--- config.mk ---
export PLATFORM = sky130hd
export DESIGN_NAME = nlp_predictor
export DESIGN_NICKNAME = d
export VERILOG_FILES = /design/src/rtl/nlp_pkg.sv /design/src/rtl/nlp_bim_counter.sv /design/src/rtl/nlp_predictor.sv
export SDC_FILE = /design/constraint.sdc
export NUM_CORES = 2
export LEC_CHECK = 0
export CAP_MARGIN = 0
export CELL_PAD_IN_SITES_DETAIL_PLACEMENT = 1
export CELL_PAD_IN_SITES_GLOBAL_PLACEMENT = 1
export CORE_ASPECT_RATIO = 1.75
export CORE_UTILIZATION = 50
export CTS_CLUSTER_DIAMETER = 120
export DETAILED_ROUTE_END_ITERATION = 12
export PLACE_DENSITY_LB_ADDON = 0.2
export SLEW_MARGIN = 20
export SYNTH_ARGS = -nofsm -noshare
export SYNTH_HDL_FRONTEND = slang
export SYNTH_SLANG_ARGS = --single-unit
export TNS_END_PERCENT = 1
--- constraint.sdc ---
create_clock -name clk -period 5.3 [get_ports clk]
set_input_delay 0.53 -clock clk [delete_from_list [all_inputs] [get_ports clk]]
set_output_delay 0.53 -clock clk [all_outputs]
set_load 0.02 [all_outputs]
--- src/rtl/nlp_pkg.sv ---
// Shared types and constants for the next-line predictor: the prediction record,
// the IF3 training record, the stored entry payload, and the bimodal counter constants.
package nlp_pkg;

  localparam logic [1:0] BIM_WEAK_NT  = 2'b01;
  localparam logic [1:0] BIM_STRONG_T = 2'b11;

  typedef struct packed {
    logic        valid;
    logic        taken;
    logic [31:0] target;
    logic [1:0]  bim_state;
  } nlp_info_t;

  typedef struct packed {
    logic        valid;
    logic [31:0] pc;
    logic [31:0] target;
    logic [1:0]  bim_state;
    logic        should_take;
  } nlp_update_t;

  // Tag width is a module parameter, so the tag lives in its own array beside this payload
  typedef struct packed {
    logic [31:0] target;
    logic [1:0]  bim;
  } nlp_entry_t;

  function automatic nlp_info_t entry_to_info(input nlp_entry_t e);
    nlp_info_t r;
    r.valid     = 1'b1;
    r.taken     = e.bim[1];
    r.target    = e.target;
    r.bim_state = e.bim;
    return r;
  endfunction

endpackage

--- src/rtl/nlp_bim_counter.sv ---
// Combinational 2-bit saturating counter step: increments toward 11 on take,
// decrements toward 00 otherwise.
module nlp_bim_counter
  import nlp_pkg::*;
(
  input  logic [1:0] state_i,
  input  logic       take_i,
  output logic [1:0] state_o
);

  always_comb begin
    state_o = state_i;
    if (take_i) begin
      if (state_i != BIM_STRONG_T) state_o = state_i + 2'd1;
    end else begin
      if (state_i != 2'b00) state_o = state_i - 2'd1;
    end
  end

endmodule

--- src/rtl/nlp_predictor.sv ---
// Next-line predictor: tagged target table with bimodal counters, two lookup slots
// registered one cycle later. Define NLP_BYPASS_EN to forward same-cycle updates into lookups.
module nlp_predictor
  import nlp_pkg::*;
#(
  parameter int ENTRIES = 64,
  parameter int IDX_W   = $clog2(ENTRIES),
  parameter int TAG_W   = 12
) (
  input  logic        clk,
  input  logic        rst,
  input  logic        lookup_valid,
  input  logic [31:0] lookup_pc,
  input  logic        hold,
  input  logic        flush,
  output nlp_info_t   info0,
  output nlp_info_t   info1,
  input  logic        upd_valid,
  input  logic [31:0] upd_pc,
  input  logic [31:0] upd_target,
  input  logic [1:0]  upd_bim_state,
  input  logic        upd_should_take
);

  logic [ENTRIES-1:0] valid_q, valid_d;
  logic [TAG_W-1:0]   tag_q  [ENTRIES];
  nlp_entry_t         data_q [ENTRIES];

  nlp_info_t info0_q, info0_d, info1_q, info1_d;
  nlp_info_t res0, res1;

  nlp_update_t      upd;
  nlp_entry_t       upd_entry;
  logic [1:0]       bim_next;
  logic [31:0]      pc1;
  logic [IDX_W-1:0] idx0, idx1, upd_idx;
  logic [TAG_W-1:0] tag0, tag1, upd_tag;
  logic             hit0, hit1;
  logic             unused_pc_bits;

  assign upd = '{valid: upd_valid, pc: upd_pc, target: upd_target,
                 bim_state: upd_bim_state, should_take: upd_should_take};

  nlp_bim_counter u_bim (
    .state_i (upd.bim_state),
    .take_i  (upd.should_take),
    .state_o (bim_next)
  );

  assign upd_entry = '{target: upd.target, bim: bim_next};

  assign pc1     = lookup_pc + 32'd4;
  assign idx0    = lookup_pc[IDX_W+1:2];
  assign idx1    = pc1[IDX_W+1:2];
  assign upd_idx = upd.pc[IDX_W+1:2];
  assign tag0    = lookup_pc[IDX_W+TAG_W+1:IDX_W+2];
  assign tag1    = pc1[IDX_W+TAG_W+1:IDX_W+2];
  assign upd_tag = upd.pc[IDX_W+TAG_W+1:IDX_W+2];

  assign unused_pc_bits = ^{lookup_pc, pc1, upd.pc};

  assign hit0 = lookup_valid && valid_q[idx0] && (tag_q[idx0] == tag0);
  assign hit1 = lookup_valid && valid_q[idx1] && (tag_q[idx1] == tag1);

  always_comb begin
    res0 = hit0 ? entry_to_info(data_q[idx0]) : '0;
    res1 = hit1 ? entry_to_info(data_q[idx1]) : '0;
`ifdef NLP_BYPASS_EN
    if (lookup_valid && upd.valid && (upd_idx == idx0) && (upd_tag == tag0))
      res0 = entry_to_info(upd_entry);
    if (lookup_valid && upd.valid && (upd_idx == idx1) && (upd_tag == tag1))
      res1 = entry_to_info(upd_entry);
`endif
  end

  always_comb begin
    info0_d = res0;
    info1_d = res1;
    if (flush) begin
      info0_d = '0;
      info1_d = '0;
    end else if (hold) begin
      info0_d = info0_q;
      info1_d = info1_q;
    end
  end

  always_comb begin
    valid_d = valid_q;
    if (upd.valid) valid_d[upd_idx] = 1'b1;
  end

  always_ff @(posedge clk or negedge rst) begin
    if (!rst) begin
      valid_q <= '0;
      info0_q <= '0;
      info1_q <= '0;
    end else begin
      valid_q <= valid_d;
      info0_q <= info0_d;
      info1_q <= info1_d;
    end
  end

  // Payload storage is deliberately unreset; valid_q alone gates hits.
  always_ff @(posedge clk) begin
    if (upd.valid) begin
      tag_q[upd_idx]  <= upd_tag;
      data_q[upd_idx] <= upd_entry;
    end
  end

  assign info0 = info0_q;
  assign info1 = info1_q;

endmodule

==> metrics.md <==
| Metric | Value |
|---|---|
| Outcome | `complete, but fails checks` |
| Failing checks | `design-rule violations` |
| Synthesized instance count | `6,346` |
| CTS tree | `yes` |
| # Post-CTS Setup Buffers | `0` |
| Net Sw Frac | `23.6%` |
| Hold Violations, Final | `0` |
| Detailed Route WL | `502,000 um` |
| Max Cap Viol | `0` |
| WP data required | `6090 ps` |
| Most frequent cell after synthesis | `edfxtp_1` |
| Final period util | `86.4%` |
| TritonRoute pass-1 iters | `9` |
| Global-route wire length before repair | `686,000 um` |
| Sequential area share after synthesis | `64.8%` |
| Leak | `49.5 nW` |
| Iter 0 DRT Violations | `12,634` |
| Via density | `7.59` |
| Die width | `404 um` |
| Psw | `12.8 mW` |
| Post-Place Cell Area | `149,000 sq um` |
| Tot GR Track Use | `35.5%` |
| Internal power | `41.5 mW` |
| WS Path Type | `primary input to flip-flop` |
| DRC | `2` |
| Dpl cells | `10,066` |
| Via count | `80,459` |
| Initial antenna violation count | `37` |
| Clk pin slew, worst setup/hold paths | `60 ps` |
| H-tree levels | `5` |
| Root Buffer | `clkbuf_16` |
| Nets@finish | `6,698` |
| Crit path time final | `4580 ps` |
| Leading area contributor after synthesis | `edfxtp_1` |
| Vias in the first global route | `81,939` |
| GPL Wtd Cong | `0.882` |
| Hold Path Class | `primary input to asynchronous set/reset pin` |
| Dpl hpwl | `282,000 um` |
| Sink Count | `3,078` |
| Syn_area_per_cell | `22.3 sq um` |
| Area Growth Syn to Fin | `12.3%` |
| Power per cell area | `342 nW/um^2` |
| Crit path cell chain | `buf_12 -> ha_4 -> nand3_1 -> xnor2_2 -> nor2_2 -> buf_4 -> nand3_1 -> nand4_1 -> a2bb2o_1 -> o31ai_1 -> nand4_1 -> buf_4 -> o21ai_0` |
| Crit path DAT | `5370 ps` |
| Relative slew margins | `20.1%` |
| Seq pwr share | `49.8%` |
| Synth top area share | `62.5%` |
| Cell variety after synth | `72` |
| Post-Route Utilization | `56.4%` |
| Pin count of the biggest net entering global routing | `112` |
| WL/cell | `47.3 um` |
| Core region area | `282,000 sq um` |
| Grt ovf | `0` |
| DRT antenna net count | `0` |
| Reg-to-reg slack, setup | `1440 ps` |
| Clk buf depth | `4` |
| Share of cells above drive strength 1 | `40.6%` |
| Main flop type after synthesis | `edfxtp_1` |
| FF+latch count, synth | `3,078` |
| RR Endpoint | `info0[30]` |
| Crit Reg-Reg Startpoint | `tag_q[43][1]` |
| CP max stage cell | `xnor2_2` |
| RSZ-0062 raised after global routing | `false` |
| Row count | `258` |
| Number of I/O port buffers | `148` |
| Die ar. | `285,000 sq um` |
| Most instantiated cells after synthesis | `edfxtp_1 (2,944), mux4_2 (1,822), clkbuf_1 (233), nand2_1 (174), dfrtp_1 (134)` |
| Max Fclk | `218 MHz` |
| R2R cell count | `11` |
| Ys async rst share | `4.35%` |
| Synth Net Count | `6,452` |
| Setup Skew | `49.3 ps` |
| Layout Cells excl Fill | `10,607` |
| Slowest Stage Delay on Critical Path | `620 ps` |
| Clock power frac | `40.1%` |
| Clk Latency, worst-skew pair | `920 ps` |
| Post-synth EDFFs | `2,944` |
| I/O pin cnt | `177` |
| Final Cell Area | `159,000 sq um` |
| Combinational Power Share | `10.2%` |
| CTS Buf Count | `292` |
| CP endpoint kind | `flip-flop` |
| Peak supply drop | `0.000254 V` |
| Final setup viols | `0` |
| Max-slew violation count | `0` |
| Post-Syn Area | `142,000 sq um` |
| CP Launch Type | `primary input` |
| Yosys warnings | `0` |
| Crit-path max FO | `34` |
| Largest cells by area after synthesis | `edfxtp_1 (62%), mux4_2 (29%), dfrtp_1 (2.4%)` |
| Die H | `706 um` |
| Starting density of the core | `50.2%` |
| Least-Margin Pin Slew | `1200 ps` |
sequential cells by signal (all words and copies together), names as in the netlist:
signal,count
data_q,2176
info0,35
info1,35
tag_q,768
valid_q,64
how the worst max path moves through the flow:
| stage | end | slack (ps) | depth (start not counted) | start |
|---|---|---|---|---|
| 5_1_grt | info1[13] | 600 | 13 | lookup_pc[3] |
| 3_5_place_dp | info1[16] | -40 | 13 | lookup_pc[3] |
| 2_1_floorplan | info1[10] | 1240 | 14 | lookup_pc[2] |
| 4_1_cts | info1[16] | 890 | 13 | lookup_pc[3] |
| 6_report | info1[16] | 720 | 13 | lookup_pc[3] |
| 3_3_place_gp | info1[10] | 40 | 13 | lookup_pc[3] |
power by group through the flow:
stage               Clock, mW  Sequential, mW  Combinational, mW
floorplan                   0            27.5               3.44
global placement            0            27.5               5.42
detailed placement          0            27.6               5.49
CTS                      21.9            27.0               5.53
global route             22.7            27.1               5.72
finish                   21.8            27.1               5.53
cells by family (layout without fill, tap and decap cells):
group	count (synthesis)	in the layout	synth area share (%)
XOR/XNOR	41	41	0.264
AO/OA/AOI/OAI	258	258	1.31
multiplexers	1947	1947	30.0
AND/OR/NAND/NOR	512	512	1.76
other	0	20	0
buffers and inverters	507	978	1.78
adder cells (fa/ha/maj)	3	3	0.0230
flip-flops	3078	3078	64.8
final cells by class:
class / count / area, sq um
Antenna cell: 20 / 50.0
Clock inverter: 152 / 1660
Tap cell: 3770 / 4720
Multi-Input combinational cell: 2761 / 47900
Inverter: 7 / 38.8
Timing Repair Buffer: 452 / 4830
Sequential cell: 3078 / 91800
Clock buffer: 367 / 7930
Fill cell: 23254 / 123000
repair_timing:
action	4_1_cts	5_1_grt
hold endpoints to repair	32	0
gates resized for setup	0	0
hold buffers	1	0
layer usage:
| layer | GRT usage, % | up-vias | share of wire (%) |
|---|---|---|---|
| met3 | 6.73 | 1388 | 11 |
| met2 | 57.3 | 6134 | 49 |
| met1 | 45.3 | 44222 | 33 |
| met4 | 20.1 | 4 | 6.8 |
| met5 | 0 | - | 0.0060 |
| li1 | - | 28711 | - |
layout by cell type, fill, tap and decap left out, types with 9 or more instances in the layout:
master	instances
buf_12	97
a22o_1	40
nand2_1	174
clkbuf_16	298
mux4_1	11
buf_4	207
clkinvlp_4	13
nor2_4	64
o21ai_1	13
a221oi_1	18
xnor2_1	14
clkinv_1	40
diode_2	20
clkinv_2	41
a211oi_1	12
or2_2	65
nor2_1	34
clkbuf_8	22
o21ai_0	42
a22oi_1	34
dfrtp_1	134
buf_2	38
a21oi_1	25
clkbuf_1	48
nor3_1	13
nand4_1	54
a32oi_1	11
clkdlybuf4s50_1	104
nand3_1	54
o22ai_1	10
clkinv_4	15
bufinv_16	32
mux2i_1	106
mux4_2	1822
inv_6	11
edfxtp_1	2944
and2_1	9
xor2_1	18
metrics by stage:
stage	setup WS (ps)	setup TNS, ps	hold slack [ps]	total power [mW]
after floorplan	1240	0	234	30.9
after global placement	41.1	0	461	33.0
after detailed placement	-39.2	-39.2	478	33.1
after CTS	887	0	151	54.5
after global routing	600	0	184	55.4
final	718	0	138	54.4
critical path: cells and delay by family:
family	cells	cell delay, ps
AOI/OAI and AO/OA	3	1110
xor gates and xnor gates	1	620
and+or+nand+nor	5	1680
buffers and inverters	3	990
adders and majority gates	1	300
Note: power is estimated with default switching activity, not from simulation.
